### src/rtl/multicast_fork_ctrl.sv
// multicast_fork_ctrl
// Per-input multicast fork controller. Pops one flit at a time from a
// show-ahead FIFO, requests every output port named in the route label
// {E,S,L}, retires each destination as its grant arrives, and pops the
// next flit only once all destinations have been served.
// Optional stuck-flit watchdog: define MC_TIMEOUT_EN.
module multicast_fork_ctrl #(
    parameter int DATASIZE = 30,
    parameter int TIMEOUT  = 16
) (
    input  logic                ma_clk,
    input  logic                rst_n,
    input  logic                fifo_empty,
    input  logic [DATASIZE-1:0] fifo_data,
    input  logic [4:0]          fifo_label,
    output logic                fifo_rd,
    input  logic                E_grant,
    input  logic                S_grant,
    input  logic                L_grant,
    output logic                E_req,
    output logic                S_req,
    output logic                L_req,
    output logic [DATASIZE-1:0] data_out,
    output logic [2:0]          pending,
    output logic                busy,
    output logic                flit_done,
    output logic                drop,
    output logic                timeout_err
);

    typedef enum logic {
        IDLE = 1'b0,
        FORK = 1'b1
    } state_t;

    state_t              state;
    state_t              state_next;
    logic [2:0]          eg;
    logic [2:0]          pending_next;
    logic [DATASIZE-1:0] data_next;
    logic                last;
    logic                drop_next;
    logic                timeout_hit;
    logic                label_unused;

    // Only the low three label bits carry routing information.
    assign label_unused = ^fifo_label[4:3];

    // Grant qualification, last-destination detection, pop strobe and requests.
    // The pop is held off while reset is asserted so a flit is never
    // removed from the FIFO without being captured.
    always_comb begin
        eg      = {E_grant, S_grant, L_grant} & pending;
        last    = (state == FORK) && ((pending & ~eg) == 3'b000) && (eg != 3'b000);
        fifo_rd = rst_n && !fifo_empty && ((state == IDLE) || last);
        busy    = (state == FORK);
        {E_req, S_req, L_req} = busy ? pending : 3'b000;
    end

`ifdef MC_TIMEOUT_EN
    localparam logic [7:0] TIMEOUT_LAST = 8'(TIMEOUT - 1);

    logic [7:0] wd_count;
    logic [7:0] wd_count_next;

    // Watchdog: counts consecutive FORK cycles without any effective grant.
    // A completing grant (last) always carries eg!=0, so it wins over expiry.
    always_comb begin
        wd_count_next = wd_count;
        timeout_hit   = 1'b0;
        if (fifo_rd || (eg != 3'b000)) begin
            wd_count_next = 8'd0;
        end else if (state == FORK) begin
            if (wd_count == TIMEOUT_LAST) begin
                timeout_hit   = 1'b1;
                wd_count_next = 8'd0;
            end else begin
                wd_count_next = wd_count + 8'd1;
            end
        end
    end

    // Watchdog counter and abandon pulse registers.
    always_ff @(posedge ma_clk) begin
        if (!rst_n) begin
            wd_count    <= 8'd0;
            timeout_err <= 1'b0;
        end else begin
            wd_count    <= wd_count_next;
            timeout_err <= timeout_hit;
        end
    end
`else
    logic timeout_unused;

    // Without the watchdog a stuck flit simply waits for its grants.
    assign timeout_hit    = 1'b0;
    assign timeout_err    = 1'b0;
    assign timeout_unused = (TIMEOUT != 0);
`endif

    // Next-state, pending-mask and held-flit update.
    always_comb begin
        state_next   = state;
        pending_next = pending;
        data_next    = data_out;
        drop_next    = 1'b0;
        if (fifo_rd) begin
            data_next    = fifo_data;
            pending_next = fifo_label[2:0];
            if (fifo_label[2:0] == 3'b000) begin
                drop_next  = 1'b1;
                state_next = IDLE;
            end else begin
                state_next = FORK;
            end
        end else if (last) begin
            pending_next = 3'b000;
            state_next   = IDLE;
        end else if (timeout_hit) begin
            pending_next = 3'b000;
            state_next   = IDLE;
        end else if (state == FORK) begin
            pending_next = pending & ~eg;
        end
    end

    // FSM state register.
    always_ff @(posedge ma_clk) begin
        if (!rst_n) begin
            state <= IDLE;
        end else begin
            state <= state_next;
        end
    end

    // Held flit, pending mask and completion/drop pulse registers.
    always_ff @(posedge ma_clk) begin
        if (!rst_n) begin
            pending   <= 3'b000;
            data_out  <= '0;
            flit_done <= 1'b0;
            drop      <= 1'b0;
        end else begin
            pending   <= pending_next;
            data_out  <= data_next;
            flit_done <= last;
            drop      <= drop_next;
        end
    end

endmodule

### config.mk
export PLATFORM = sky130hd
export DESIGN_NAME = multicast_fork_ctrl
export DESIGN_NICKNAME = d
export VERILOG_FILES = /design/src/rtl/multicast_fork_ctrl.sv
export SDC_FILE = /design/constraint.sdc
export NUM_CORES = 1
export LEC_CHECK = 0
export ABC_AREA = 1
export CORE_MARGIN = 2
export CORE_UTILIZATION = 34
export DETAILED_ROUTE_END_ITERATION = 12
export PLACE_DENSITY = 0.78
export SYNTH_ARGS = -nofsm -noshare
export SYNTH_HDL_FRONTEND = slang
export SYNTH_SLANG_ARGS = --single-unit
### constraint.sdc
create_clock -name ma_clk -period 1.3 [get_ports ma_clk]
set_input_delay 0.26 -clock ma_clk [delete_from_list [all_inputs] [get_ports ma_clk]]
set_output_delay 0.26 -clock ma_clk [all_outputs]
set_load 0.1 [all_outputs]
==> results of run 1 <==
final cells by class:
cell class | count | area (um^2) | area share
clock buffer | 8 | 121 | 0.0360
inverter | 15 | 70.1 | 0.0208
multi-input combinational | 131 | 832 | 0.247
sequential | 36 | 736 | 0.218
tap | 50 | 62.6 | 0.0186
timing repair buffer | 108 | 1550 | 0.460
routing by layer:
metal,part of all wire,vias up,track usage
met2,0.55,51,0.410
met1,0.38,766,0.237
met4,0.018,0,0.0700
li1,-,808,-
met3,0.053,13,0.0633
met5,0,-,0
critical path: stages:
cell and delay (ps):
clkdlybuf4s50_1 510, inv_1 100, nor2_4 120, nand2_4 70, inv_4 60, buf_12 160
how the worst max path moves through the flow:
stage	slack, ps	startpoint	to	depth (start not counted)
global placement	-400	L_grant	fifo_rd	10
CTS	-270	pending[1]	fifo_rd	8
global route	-300	rst_n	fifo_rd	6
finish	-250	rst_n	fifo_rd	6
floorplan	-240	busy	fifo_rd	7
detailed placement	-440	S_grant	fifo_rd	10
through the flow:
step | util | area (um^2) | hold WS (ps)
after floorplan | - | 1460 | 371
after global placement | 0.685 | 2740 | 487
after detailed placement | 0.685 | 2740 | 494
after CTS | 0.812 | 3250 | 504
after global routing | 0.843 | 3370 | 518
final | 0.843 | 3370 | 492
state kept, by name, summed over array words and instances, names as in the netlist:
signal,count
data_out,30
drop,1
flit_done,1
pending,3
busy,1
power by group through the flow:
stage	Sequential [mW]	Combinational, mW	Clock [mW]
finish	1.30	1.61	1.01
global route	1.31	1.67	1.07
CTS	1.28	1.58	1.02
detailed placement	1.31	1.42	0
global placement	1.30	1.40	0
floorplan	1.88	0.230	0
layout by cell type (no fill, tap or decap):
cell             instances
a21oi_1                  2
a21oi_4                  1
buf_12                  43
buf_16                   2
buf_4                   14
buf_6                    6
buf_8                    4
clkbuf_16                2
clkbuf_8                 7
clkdlybuf4s50_1         35
clkinvlp_4               3
conb_1                   1
dfxtp_1                 32
dfxtp_4                  4
dlygate4sd2_1            3
inv_1                    7
inv_2                    4
inv_4                    1
nand2_1                 39
nand2_2                 33
nand2_4                  6
nand3_1                 12
nand3_2                 24
nand3_4                  1
nor2_1                   8
nor2_4                   2
o21ai_1                  1
or3_1                    1
timing repair:
action / 4_1_cts / 5_1_grt
buffers inserted: 14 / 3
pin swaps: 28 / 15
setup endpoints to repair: 39 / 41
resized for setup: 72 / 36
cloned: 4 / 1
logic make-up after synthesis:
| family | share of synthesized area |
|---|---|
| AND/OR/NAND/NOR | 0.379 |
| buffers and inverters | 0.0942 |
| other | 0.00264 |
| flip-flops | 0.507 |
| AO/OA/AOI/OAI | 0.0167 |
==> results_dict.tcl, run 1 <==
set metrics [dict create \
    drc 0 \
    die_area_um2 4710 \
    insertedDiodeCount 0 \
    avgSynthCellArea_um2 7.40 \
    min_to "data_out[19]" \
    clk_pin_slew_worst_paths_ps 70 \
    fillCellCount 227 \
    async_flop_share 0 \
    drv_cap 0 \
    cts.sinks 36 \
    cts_tree "built" \
    fin_crit_ps 1550 \
    r2r_cells 11 \
    drive_above_1_share 0.527 \
    start_util 0.355 \
    wl_per_cell_um 14.7 \
    yosysSeqAreaShare 0.507 \
    syn-cell-area_um2 1420 \
    die_h_um 68.7 \
    critPathKind "in2out" \
    dp_slack_ps -439 \
    port_buffers 78 \
    rows 23 \
    grt_pass1_wl_mm 7.52 \
    io_pins 82 \
    r2r-end "pending[0]" \
    irDropWorstVdd_mv 0.826 \
    firstDrtPassIters 5 \
    cts_buffer_depth 2 \
    skew_ps 3.94 \
    grt_overflow_total 0 \
    synth_fp_nets 233 \
    setup_viol 40 \
    place_congestion 0.797 \
    antenna_found_initial 0 \
    synth_top_flop_cell "dfxtp_1" \
    synthTopCellsByArea "dfxtp_1 51%, nand2_1 20%, nand3_1 13%" \
    finalSetupTns_ps -4780 \
    status "finished, violations left" \
    timing.rr.start "busy" \
    crit_path_start_kind "input port" \
    yosysTopAreaCell "dfxtp_1" \
    yosys_warnings 0 \
    hp-class "reg2reg" \
    synth.top_cell.area_share 0.507 \
    hold_buffers 0 \
    synth_common_cells "76 x nand2_1, 36 x dfxtp_1, 36 x nand3_1, 14 x inv_1, 9 x nor2_1" \
    final_nets 338 \
    grt_setup_unrepaired "yes" \
    worstPathArrival_ps 1290 \
    crit_path_end_kind "primary output" \
    final.setup.worst_slack_ps -251 \
    timing.final.crit_share 1.19 \
    core_um2 4000 \
    synth_edf_count 0 \
    ys_seq_elements 36 \
    wl_mm 5.12 \
    viasPerCell 4.71 \
    p_sw_frac 0.380 \
    holdPathStages 2 \
    drt_iter0_markers 50 \
    postRouteAntennaNets 0 \
    synth_cell_types 20 \
    crit_fanout 2 \
    layoutNonFillerInstCount 348 \
    htree_num_levels 2 \
    areaGrowthSynthToFinish_pct 137 \
    placed_cells 326 \
    synth_most_common_cell "nand2_1" \
    p_seq_frac 0.331 \
    intPower_mw 2.43 \
    violations "setup timing" \
    hp-start "data_out[19]" \
    die_x_um 68.7 \
    grt_start_max_net_pins 32 \
    clkLatencyLatePin_ps 290 \
    hold_viol 0 \
    slew_violations 0 \
    cts-root-buf "clkbuf_8" \
    via_count 1638 \
    syn_inst 192 \
    cts_made_buffers 5 \
    reg2reg_slack_ps -150 \
    fmax_ghz 0.645 \
    powerDensity_nw_per_um2 1160 \
    grt_pass1_vias 1619 \
    power_switching_mw 1.49 \
    power_frac_comb 0.411 \
    dpl.hpwl_mm 3.13 \
    clockPowerShare 0.258 \
    required_ps 1040 \
    grt.total_usage 0.220 \
    p_leak_nw 1.54 \
    power_mw 3.92 \
]
Power figures use the tool's default switching activity.
==> run 2: changes to the inputs <==
--- a/config.mk
+++ b/config.mk
@@ -10,6 +10,7 @@
 export CORE_UTILIZATION = 34
 export DETAILED_ROUTE_END_ITERATION = 12
 export PLACE_DENSITY = 0.78
+export RECOVER_POWER = 25
 export SYNTH_ARGS = -nofsm -noshare
 export SYNTH_HDL_FRONTEND = slang
 export SYNTH_SLANG_ARGS = --single-unit
==> results of run 2 <==
Final layout, timing and power as in run 1 (identical DEF).
==> run 3: changes to the inputs <==
--- a/config.mk
+++ b/config.mk
@@ -8,6 +8,7 @@
 export ABC_AREA = 1
 export CORE_MARGIN = 2
 export CORE_UTILIZATION = 34
+export CTS_CLUSTER_SIZE = 28
 export DETAILED_ROUTE_END_ITERATION = 12
 export PLACE_DENSITY = 0.78
 export RECOVER_POWER = 25
==> results of run 3 <==
Final layout, timing and power as in run 1 (identical DEF).
